### src/rtl/mac_pkg.sv
// Shared definitions for the dot-product sequencer and its operand FIFO.
package mac_pkg;

    typedef enum logic [2:0] {
        S_IDLE,
        S_CLEAR,
        S_RUN,
        S_DRAIN,
        S_DONE
    } state_e;

    localparam logic [31:0] FP_ZERO     = 32'h0000_0000;
    localparam int unsigned DEF_MAC_LAT = 2;
    localparam int unsigned DEF_DEPTH   = 4;

endpackage

### src/rtl/mac_pair_fifo.sv
// Operand-pair FIFO: 64-bit entries {a, b}, power-of-two depth, occupancy out.
module mac_pair_fifo
    import mac_pkg::*;
#(
    parameter int unsigned DEPTH = DEF_DEPTH
) (
    input  logic                       clk_i,
    input  logic                       rst_ni,
    input  logic                       push_i,
    input  logic [63:0]                wdata_i,
    input  logic                       pop_i,
    output logic [63:0]                rdata_o,
    output logic [$clog2(DEPTH):0]     count_o
);

    localparam int unsigned AW = $clog2(DEPTH);

    logic [63:0]   mem_q [DEPTH];
    logic [AW-1:0] wr_ptr_q;
    logic [AW-1:0] rd_ptr_q;
    logic [AW:0]   count_q;

    // Storage array; contents need no reset since occupancy gates every read.
    always_ff @(posedge clk_i) begin
        if (push_i) begin
            mem_q[wr_ptr_q] <= wdata_i;
        end
    end

    // Pointers wrap naturally at DEPTH; simultaneous push/pop leaves count unchanged.
    always_ff @(posedge clk_i or negedge rst_ni) begin
        if (!rst_ni) begin
            wr_ptr_q <= '0;
            rd_ptr_q <= '0;
            count_q  <= '0;
        end else begin
            if (push_i) begin
                wr_ptr_q <= wr_ptr_q + 1'b1;
            end
            if (pop_i) begin
                rd_ptr_q <= rd_ptr_q + 1'b1;
            end
            if (push_i && !pop_i) begin
                count_q <= count_q + 1'b1;
            end else if (pop_i && !push_i) begin
                count_q <= count_q - 1'b1;
            end
        end
    end

    assign rdata_o = mem_q[rd_ptr_q];
    assign count_o = count_q;

endmodule

### src/rtl/mac_dot_sequencer.sv
// Dot-product sequencer: buffers operand pairs, clears the external MAC,
// streams pairs into it, drains the pipeline and captures the accumulator.
module mac_dot_sequencer
    import mac_pkg::*;
#(
    parameter int unsigned DEPTH   = DEF_DEPTH,
    parameter int unsigned MAC_LAT = DEF_MAC_LAT,
    parameter int unsigned LEN_W   = 16
) (
    input  logic             clk,
    input  logic             rst,
    input  logic             start,
    input  logic [LEN_W-1:0] vec_len,
    input  logic             in_valid,
    output logic             in_ready,
    input  logic [31:0]      in_a,
    input  logic [31:0]      in_b,
    output logic [31:0]      mac_x1,
    output logic [31:0]      mac_x2,
    output logic             mac_clr,
    input  logic [31:0]      mac_acc,
    output logic [31:0]      result,
    output logic             busy,
    output logic             done
);

    localparam int unsigned CNTW = $clog2(DEPTH) + 1;
    localparam int unsigned PW   = $clog2(MAC_LAT + 1) + 1;
    localparam logic [CNTW-1:0] FULL_CNT = CNTW'(DEPTH);

    state_e           state_q, state_d;
    logic [LEN_W-1:0] len_q, len_d;
    logic [LEN_W-1:0] acc_cnt_q, acc_cnt_d;
    logic [LEN_W-1:0] iss_cnt_q, iss_cnt_d;
    logic [PW-1:0]    ph_q, ph_d;
    logic [31:0]      x1_q, x1_d;
    logic [31:0]      x2_q, x2_d;
    logic [31:0]      result_q, result_d;

    logic             push;
    logic             pop;
    logic [63:0]      fifo_rdata;
    logic [CNTW-1:0]  fifo_cnt;

    mac_pair_fifo #(
        .DEPTH(DEPTH)
    ) u_fifo (
        .clk_i   (clk),
        .rst_ni  (rst),
        .push_i  (push),
        .wdata_i ({in_a, in_b}),
        .pop_i   (pop),
        .rdata_o (fifo_rdata),
        .count_o (fifo_cnt)
    );

    // in_ready depends only on registered state and occupancy, never on pop.
    assign in_ready = ((state_q == S_CLEAR) || (state_q == S_RUN))
                      && (fifo_cnt < FULL_CNT) && (acc_cnt_q < len_q);
    assign push     = in_valid && in_ready;
    assign pop      = (state_q == S_RUN) && (iss_cnt_q != len_q) && (fifo_cnt != '0);

    assign mac_clr  = !rst || (state_q == S_CLEAR);
    assign mac_x1   = x1_q;
    assign mac_x2   = x2_q;
    assign result   = result_q;
    assign busy     = (state_q != S_IDLE);
    assign done     = (state_q == S_DONE);

    // State and datapath registers.
    always_ff @(posedge clk or negedge rst) begin
        if (!rst) begin
            state_q   <= S_IDLE;
            len_q     <= '0;
            acc_cnt_q <= '0;
            iss_cnt_q <= '0;
            ph_q      <= '0;
            x1_q      <= FP_ZERO;
            x2_q      <= FP_ZERO;
            result_q  <= FP_ZERO;
        end else begin
            state_q   <= state_d;
            len_q     <= len_d;
            acc_cnt_q <= acc_cnt_d;
            iss_cnt_q <= iss_cnt_d;
            ph_q      <= ph_d;
            x1_q      <= x1_d;
            x2_q      <= x2_d;
            result_q  <= result_d;
        end
    end

    // Next-state logic; MAC operands default to zero so every non-issue cycle is a bubble.
    always_comb begin
        state_d   = state_q;
        len_d     = len_q;
        acc_cnt_d = acc_cnt_q;
        iss_cnt_d = iss_cnt_q;
        ph_d      = ph_q;
        x1_d      = FP_ZERO;
        x2_d      = FP_ZERO;
        result_d  = result_q;

        if (push) begin
            acc_cnt_d = acc_cnt_q + 1'b1;
        end

        unique case (state_q)
            S_IDLE: begin
                if (start) begin
                    len_d     = vec_len;
                    acc_cnt_d = '0;
                    iss_cnt_d = '0;
                    ph_d      = '0;
                    if (vec_len == '0) begin
                        result_d = FP_ZERO;
                        state_d  = S_DONE;
                    end else begin
                        state_d  = S_CLEAR;
                    end
                end
            end
            S_CLEAR: begin
                if (ph_q == PW'(MAC_LAT)) begin
                    ph_d    = '0;
                    state_d = S_RUN;
                end else begin
                    ph_d = ph_q + 1'b1;
                end
            end
            S_RUN: begin
                // The last operand is still on mac_x in the cycle the count matches,
                // so DRAIN starts with the bus already back at zero.
                if (iss_cnt_q == len_q) begin
                    ph_d    = '0;
                    state_d = S_DRAIN;
                end else if (pop) begin
                    x1_d      = fifo_rdata[63:32];
                    x2_d      = fifo_rdata[31:0];
                    iss_cnt_d = iss_cnt_q + 1'b1;
                end
            end
            S_DRAIN: begin
                if (ph_q == PW'(MAC_LAT - 1)) begin
                    result_d = mac_acc;
                    ph_d     = '0;
                    state_d  = S_DONE;
                end else begin
                    ph_d = ph_q + 1'b1;
                end
            end
            S_DONE: begin
                state_d = S_IDLE;
            end
            default: begin
                state_d = S_IDLE;
            end
        endcase
    end

endmodule

### config.mk
export PLATFORM = sky130hd
export DESIGN_NAME = mac_dot_sequencer
export DESIGN_NICKNAME = d
export VERILOG_FILES = /design/src/rtl/mac_pkg.sv /design/src/rtl/mac_pair_fifo.sv /design/src/rtl/mac_dot_sequencer.sv
export SDC_FILE = /design/constraint.sdc
export NUM_CORES = 1
export LEC_CHECK = 0
export ABC_AREA = 1
export BUFFER_PORTS_ARGS = -buffer_cell sky130_fd_sc_hd__buf_2
export CORE_MARGIN = 2
export CORE_UTILIZATION = 45
export DETAILED_ROUTE_END_ITERATION = 10
export SETUP_SLACK_MARGIN = 0.4
export SYNTH_ARGS = -nofsm -noshare
export SYNTH_HDL_FRONTEND = slang
export SYNTH_SLANG_ARGS = --single-unit
### constraint.sdc
create_clock -name clk -period 9.03 [get_ports clk]
set_clock_uncertainty 0.2 [all_clocks]
set_input_delay 0 -clock clk [delete_from_list [all_inputs] [get_ports clk]]
set_output_delay 0 -clock clk [all_outputs]
set_load 0.1 [all_outputs]
# --- After elaboration in Yosys (flattened, before gate mapping) ---
# Memories as Yosys holds them, arrays and structs flattened.
# Index checks and enable logic that the tools add are counted.
op_classes:
  add_sub_neg: 7
  magnitude_cmp: 2
  n_eq_ne: 15
  n_mux: 32
  n_reduce_logical: 25
op_table:
  columns: ["op", "count"]
  rows:
  - ["$mux 32", 9]
  - ["$mux 16", 6]
  - ["$pmux 32 s2", 1]
  - ["$mux 3", 11]
  - ["$add 16x1->16 const B", 2]
  - ["$pmux 16 s2", 1]
  - ["$pmux 3 s4", 2]
  - ["$eq 16x16->1", 1]
  - ["$logic_not 16->1", 1]
  - ["$lt 16x16->1", 1]
  - ["$ne 16x16->1", 1]
  - ["$reduce_and 4->1", 3]
  - ["$eq 3x2->1 const B", 3]
  - ["$ne 2x2->1 const B", 4]
  - ["$logic_and 1x1->1", 7]
  - ["$add 3x1->3 const B", 2]
  - ["$eq 3x1->1 const B", 2]
  - ["$ne 2x1->1 const B", 3]
  - ["$reduce_bool 2->1", 3]
  - ["$reduce_bool 3->1", 2]
  - ["$add 2x1->2 const B", 2]
  - ["$reduce_bool 4->1", 1]
  - ["$eq 3x3->1 const B", 1]
  - ["$logic_not 1->1", 3]
  - ["7 further kinds", 9]
totals:
  ff_bits: 157
  ramBits: 256
  input_bits: 116
  output_inout_bits: 100
  word_cells: 93
  n_memories: 1
mem_list:
  columns: ["name", "depth", "width", "read_ports", "rd_ports_with_merged_regs", "write_ports", "line", "source"]
  rows:
  - ["u_fifo.mem_q", 4, 64, 1, 0, 1, "mac_pair_fifo.sv:18", "logic [63:0] mem_q [DEPTH];"]

# --- Depth between registers and ports, before layout ---
depth:
  ltp_word: 9
  depth_mapped: 17
  depth_no_buf: 17

# --- Hierarchy ---
# Synthesis repeated with hierarchy kept, for this count alone.
unflattened:
  hier_cells: 1659
  area_unflattened_um2: 17958.5
modules_own_cells:
  columns: ["module", "instances", "cells_each", "area_per_inst_um2", "seq_area_each_um2"]
  rows:
  - ["mac_pair_fifo", 1, 793, 10862.9, 7862.5]
  - ["mac_dot_sequencer", 1, 866, 7095.6, 3753.6]

# --- Worst setup path after synthesis ---
# OpenSTA, ideal clock, no wires.
synth_timing:
  path_kind: "reg2reg"
  startpoint: "register len_q[5]"
  endpoint: "memory u_fifo.mem_q[0][0], enable pin"
  setup_ns: 0.486
  arrival_time_ns: 4.121
  required_time_ns: 8.344
  setup_slack_ns: 4.222
  path_stages_with_launch: 11
  path_buffers: 1
  synth_period_minus_slack_ns: 4.808
  cell_sequence: "dfrtp_1 > inv_1 > ha_1 > a21oi_1 > nor2_1 > nor3_1 > nand2_1 > nand2_1 > nand4_1 > buf_2 > nor2_1"
synth_via:
  elab_chain_cells: 5
synth_lines:
  columns: ["element", "line", "source"]
  rows:
  - ["start, declared", "mac_dot_sequencer.sv:32", "logic [LEN_W-1:0] len_q, len_d;"]
  - ["start signal, assigned", "mac_dot_sequencer.sv:83", "len_q <= len_d;"]
  - ["$lt 16x16->1", "mac_dot_sequencer.sv:59", "&& (fifo_cnt < FULL_CNT) && (acc_cnt_q < len_q);"]
  - ["$logic_and 1x1->1", "mac_dot_sequencer.sv:59", null]
  - ["$logic_and 1x1->1", "mac_dot_sequencer.sv:60", "assign push = in_valid && in_ready;"]
  - ["$mux 1", "mac_pair_fifo.sv:25", "if (push_i) begin"]
  - ["$mux 1 (not written as such)", "mac_pair_fifo.sv:26", "mem_q[wr_ptr_q] <= wdata_i;"]
  - ["end, declared", "mac_pair_fifo.sv:18", null]
# Every way passes these cells.

# --- Final worst setup path ---
layout_timing:
  startpoint: "register state_q[2]"
  endpoint: "memory u_fifo.mem_q[2][40], enable pin"
layout_via:
  elab_chain_cells: 7
  elab_cells_between_ends: 8
  classes_between: "eq/ne (2); mux (2); reduce/logical (4)"
layout_lines:
  columns: ["element", "line", "source"]
  rows:
  - ["start, declared", "mac_dot_sequencer.sv:31", "state_e state_q, state_d;"]
  - ["start signal, assigned", "mac_dot_sequencer.sv:82", "state_q <= state_d;"]
  - ["$eq 3x1->1 / $eq 3x2->1 (equally long branches)", "mac_dot_sequencer.sv:58", "assign in_ready = ((state_q == S_CLEAR) || (state_q == S_RUN))"]
  - ["$logic_or 1x1->1 *", "mac_dot_sequencer.sv:58", null]
  - ["$logic_and 1x1->1 * (2 in a row)", "mac_dot_sequencer.sv:59", null]
  - ["$logic_and 1x1->1 *", "mac_dot_sequencer.sv:60", null]
  - ["$mux 1 *", "mac_pair_fifo.sv:25", null]
  - ["$mux 1 (not written as such) *", "mac_pair_fifo.sv:26", null]
# Every way passes the cells marked *; elsewhere a longest branch is shown, timed or not.

==> flow_summary.yaml <==
yosys:
  netlist_area_um2: 16800
  ys.flop_type: "edfxtp_1"
  yosys.area.top_type: "edfxtp_1"
  yosysTopAreaCellShare_pct: 45.9
  synth_area_leaders: "edfxtp_1 (46%), dfrtp_1 (23%), nor2_1 (7.5%)"
  ys_ff_latch: 413
  synthArstFlopShare_pct: 38.0
  synth_edf_count: 256
  syn-num-nets: 1653
  ys.warnings.count: 0
  syn_inst: 1514
  synth_seq_area_share_pct: 69.3
  syn_area_per_cell_um2: 11.1
  synth.distinct_cells: 36
worst_hold_path:
  min_path_type: "input pin to flop"
power:
  p_leak_nw: 9.00
  power_density_nw_per_um2: 333
  switching_share_pct: 42.8
  ir_worst_vdd_mv: 0.227
  switching_power_mw: 3.08
  power_frac_comb_pct: 39.1
  seqPwrFrac_pct: 34.6
  p_int_mw: 4.11
  clkPwrFrac_pct: 26.3
worst_setup_path:
  cp.required_ps: 9020
  worstReg2RegEnd: "u_fifo.mem_q[2][40]"
  worstSetupStartpoint: "state_q[2]"
  cp_slowest_stage_delay_ps: 1090
  path_max_fanout: 34
  path_class: "flop to flop"
  path_depth: 6
  cp.arrival_ps: 4550
  reg2reg_depth: 6
  start_kind: "flop"
  cpLargestDelayFamily: "simple AND/OR/NAND/NOR gates"
  r2r_start: "state_q[2]"
  cpMaxStageDelayCell: "nor2_4"
  cp-end-kind: "flop"
  crit_path_end: "u_fifo.mem_q[2][40]"
  critPathBufInv: 2
  path_cells: "inv_2, nand3_2, a21oi_2, nand4_1, nor2_4, buf_4"
  rrSetupSlack_ps: 4470
clock_network:
  cts.sinks: 413
  clk_latency_ps: 560
  cts_tree: "yes"
  cts_resized: 0
  clk_path_buf_depth: 3
  cts_buffers: 44
  h-tree-depth: 2
  cts_setup_buffers: 0
  postCtsHoldBufs: 181
  cts-root-buf: "clkbuf_16"
  path_clk_slew_ps: 60
global_routing:
  grt_usage_pct: 20.7
  antenna_found_initial: 3
  overflow: 0
  grt_pass1_wl_um: 63500
  grt_pass1_vias: 12050
  grt_max_degree: 98
status:
  status: "finished, final reports clean"
routing:
  drtIter0Drc: 608
  ant_nets: 0
  drc: 0
  routed_wl_um: 40000
  drtPass1Iterations: 5
  vias: 12010
  wire_per_inst_um: 16.7
  viasPerCell: 5.00
floorplan:
  std_cell_rows: 70
  die_x_um: 197
  die_h_um: 197
  dieArea_um2: 38800
  core_area_um2: 36600
  ios: 216
  start_util_pct: 45.8
timing:
  tightest_slew_ps: 1100
  setup_viol_count_final: 0
  grt_setup_unrepaired: "false"
  max_slew_margin_pct: 26.6
  slew_viol_final: 0
  finalSetupTns_ps: 0
  hold_ws_ps: 13.2
  hold_violations: 0
  layout_min_cycle_time_ps: 4560
  fin_crit_sh_pct: 50.5
  max_freq_mhz: 219
final_layout:
  drive_above_1_share_pct: 17.0
  layoutNonFillerInstCount: 2401
  area_growth_pct: 28.9
  final_nets: 2036
  fin_util_pct: 59.0
placement:
  place_inst: 2138
  hpwl_um: 22900
  gp_congestion: 0.855
  io_buffers: 215
run:
  max-cap-violations: 0
-- cells in the final DEF (no fill, tap or decap), drive strengths merged, types with 15 or more instances in the layout --
cell	netlist	routed
o21ai	183	183
clkinv	1	15
inv	110	109
a21oi	76	76
nand2	153	153
edfxtp	256	256
nor3	16	16
dlygate4sd3	0	180
dfrtp	157	157
buf	47	229
clkbuf	25	57
nand4	19	19
nand3	63	63
nor2	339	339
ha	22	22
xor2	22	22
-- synthesized netlist by cell type (all sizes together) (19+ instances only) --
library cell  number
clkbuf            25
inv              110
edfxtp           256
nand4             19
a21oi             76
nand2            153
ha                22
xor2              22
nand3             63
buf               47
o21ai            183
nor2             339
dfrtp            157
-- kinds of logic (layout without fill, tap and decap cells) --
group | count (synthesis) | in the layout | share of synthesized area (%)
multiplexers | 1 | 1 | 0.0672
AO/OA/AOI/OAI | 271 | 271 | 8.34
adder cells (fa/ha/maj) | 23 | 23 | 1.76
flip-flops | 413 | 413 | 69.3
AND/OR/NAND/NOR | 597 | 597 | 14.6
other | 0 | 1 | 0
XOR/XNOR | 26 | 26 | 1.36
buffers and inverters | 183 | 601 | 4.59
-- registers in the layout, summed over array words and instances, names as in the netlist, 3 cells and up --
signal and flops:
mac_x1 32, len_q 16, u_fifo.count_o 3, u_fifo.mem_q 256, acc_cnt_q 16, state_q 3, mac_x2 32, iss_cnt_q 16
ph_q 3, result 32
-- metrics by stage --
stage	instance area [um2]	worst slack, ps	power [mW]
2_1_floorplan	16800	4220	4.63
3_3_place_gp	18200	4520	5.18
3_5_place_dp	18200	4420	5.20
4_1_cts	21600	4440	7.25
5_1_grt	21600	4150	7.58
6_report	21600	4470	7.19
-- how the worst min path moves through the flow --
stage                         from  cells past startpoint  slack, ps             endpoint
final                     in_a[28]                      2         10  u_fifo.mem_q[0][60]
after detailed placement       rst                      1        -20             len_q[6]
after global routing       in_b[9]                      2          3   u_fifo.mem_q[1][9]
after CTS                 in_b[26]                      2        0.2  u_fifo.mem_q[1][26]
after global placement         rst                      1        -30             len_q[4]
after floorplan                rst                      0       -500         acc_cnt_q[0]
-- layout make-up --
class                   count  area, um2
diodes                      1       2.50
clock buffers              57       1240
clock inverters            24        314
fillers                  2969      15000
inverters                 111        418
multi-input cells         918       4420
flip-flops and latches    413      11600
well taps                 468        586
repair buffers            409       3000
-- per-layer routing --
metal	part of all wire (%)	GRT usage [%]	vias to the layer above	wire, um
met5	0.065	0	-	26
met4	1.8	5.40	4	739
met3	5.0	3.18	55	2000
met2	49	35.5	273	19400
met1	45	27.7	5784	17800
li1	-	-	5894	-
-- power groups by stage --
stage	Sequential (mW)	Clock [mW]	Combinational, mW
detailed placement	2.52	0	2.68
floorplan	3.48	0	1.15
CTS	2.49	1.93	2.83
finish	2.49	1.89	2.81
global placement	2.52	0	2.66
global route	2.52	2.00	3.05
Note: power is estimated with default switching activity, not from simulation.
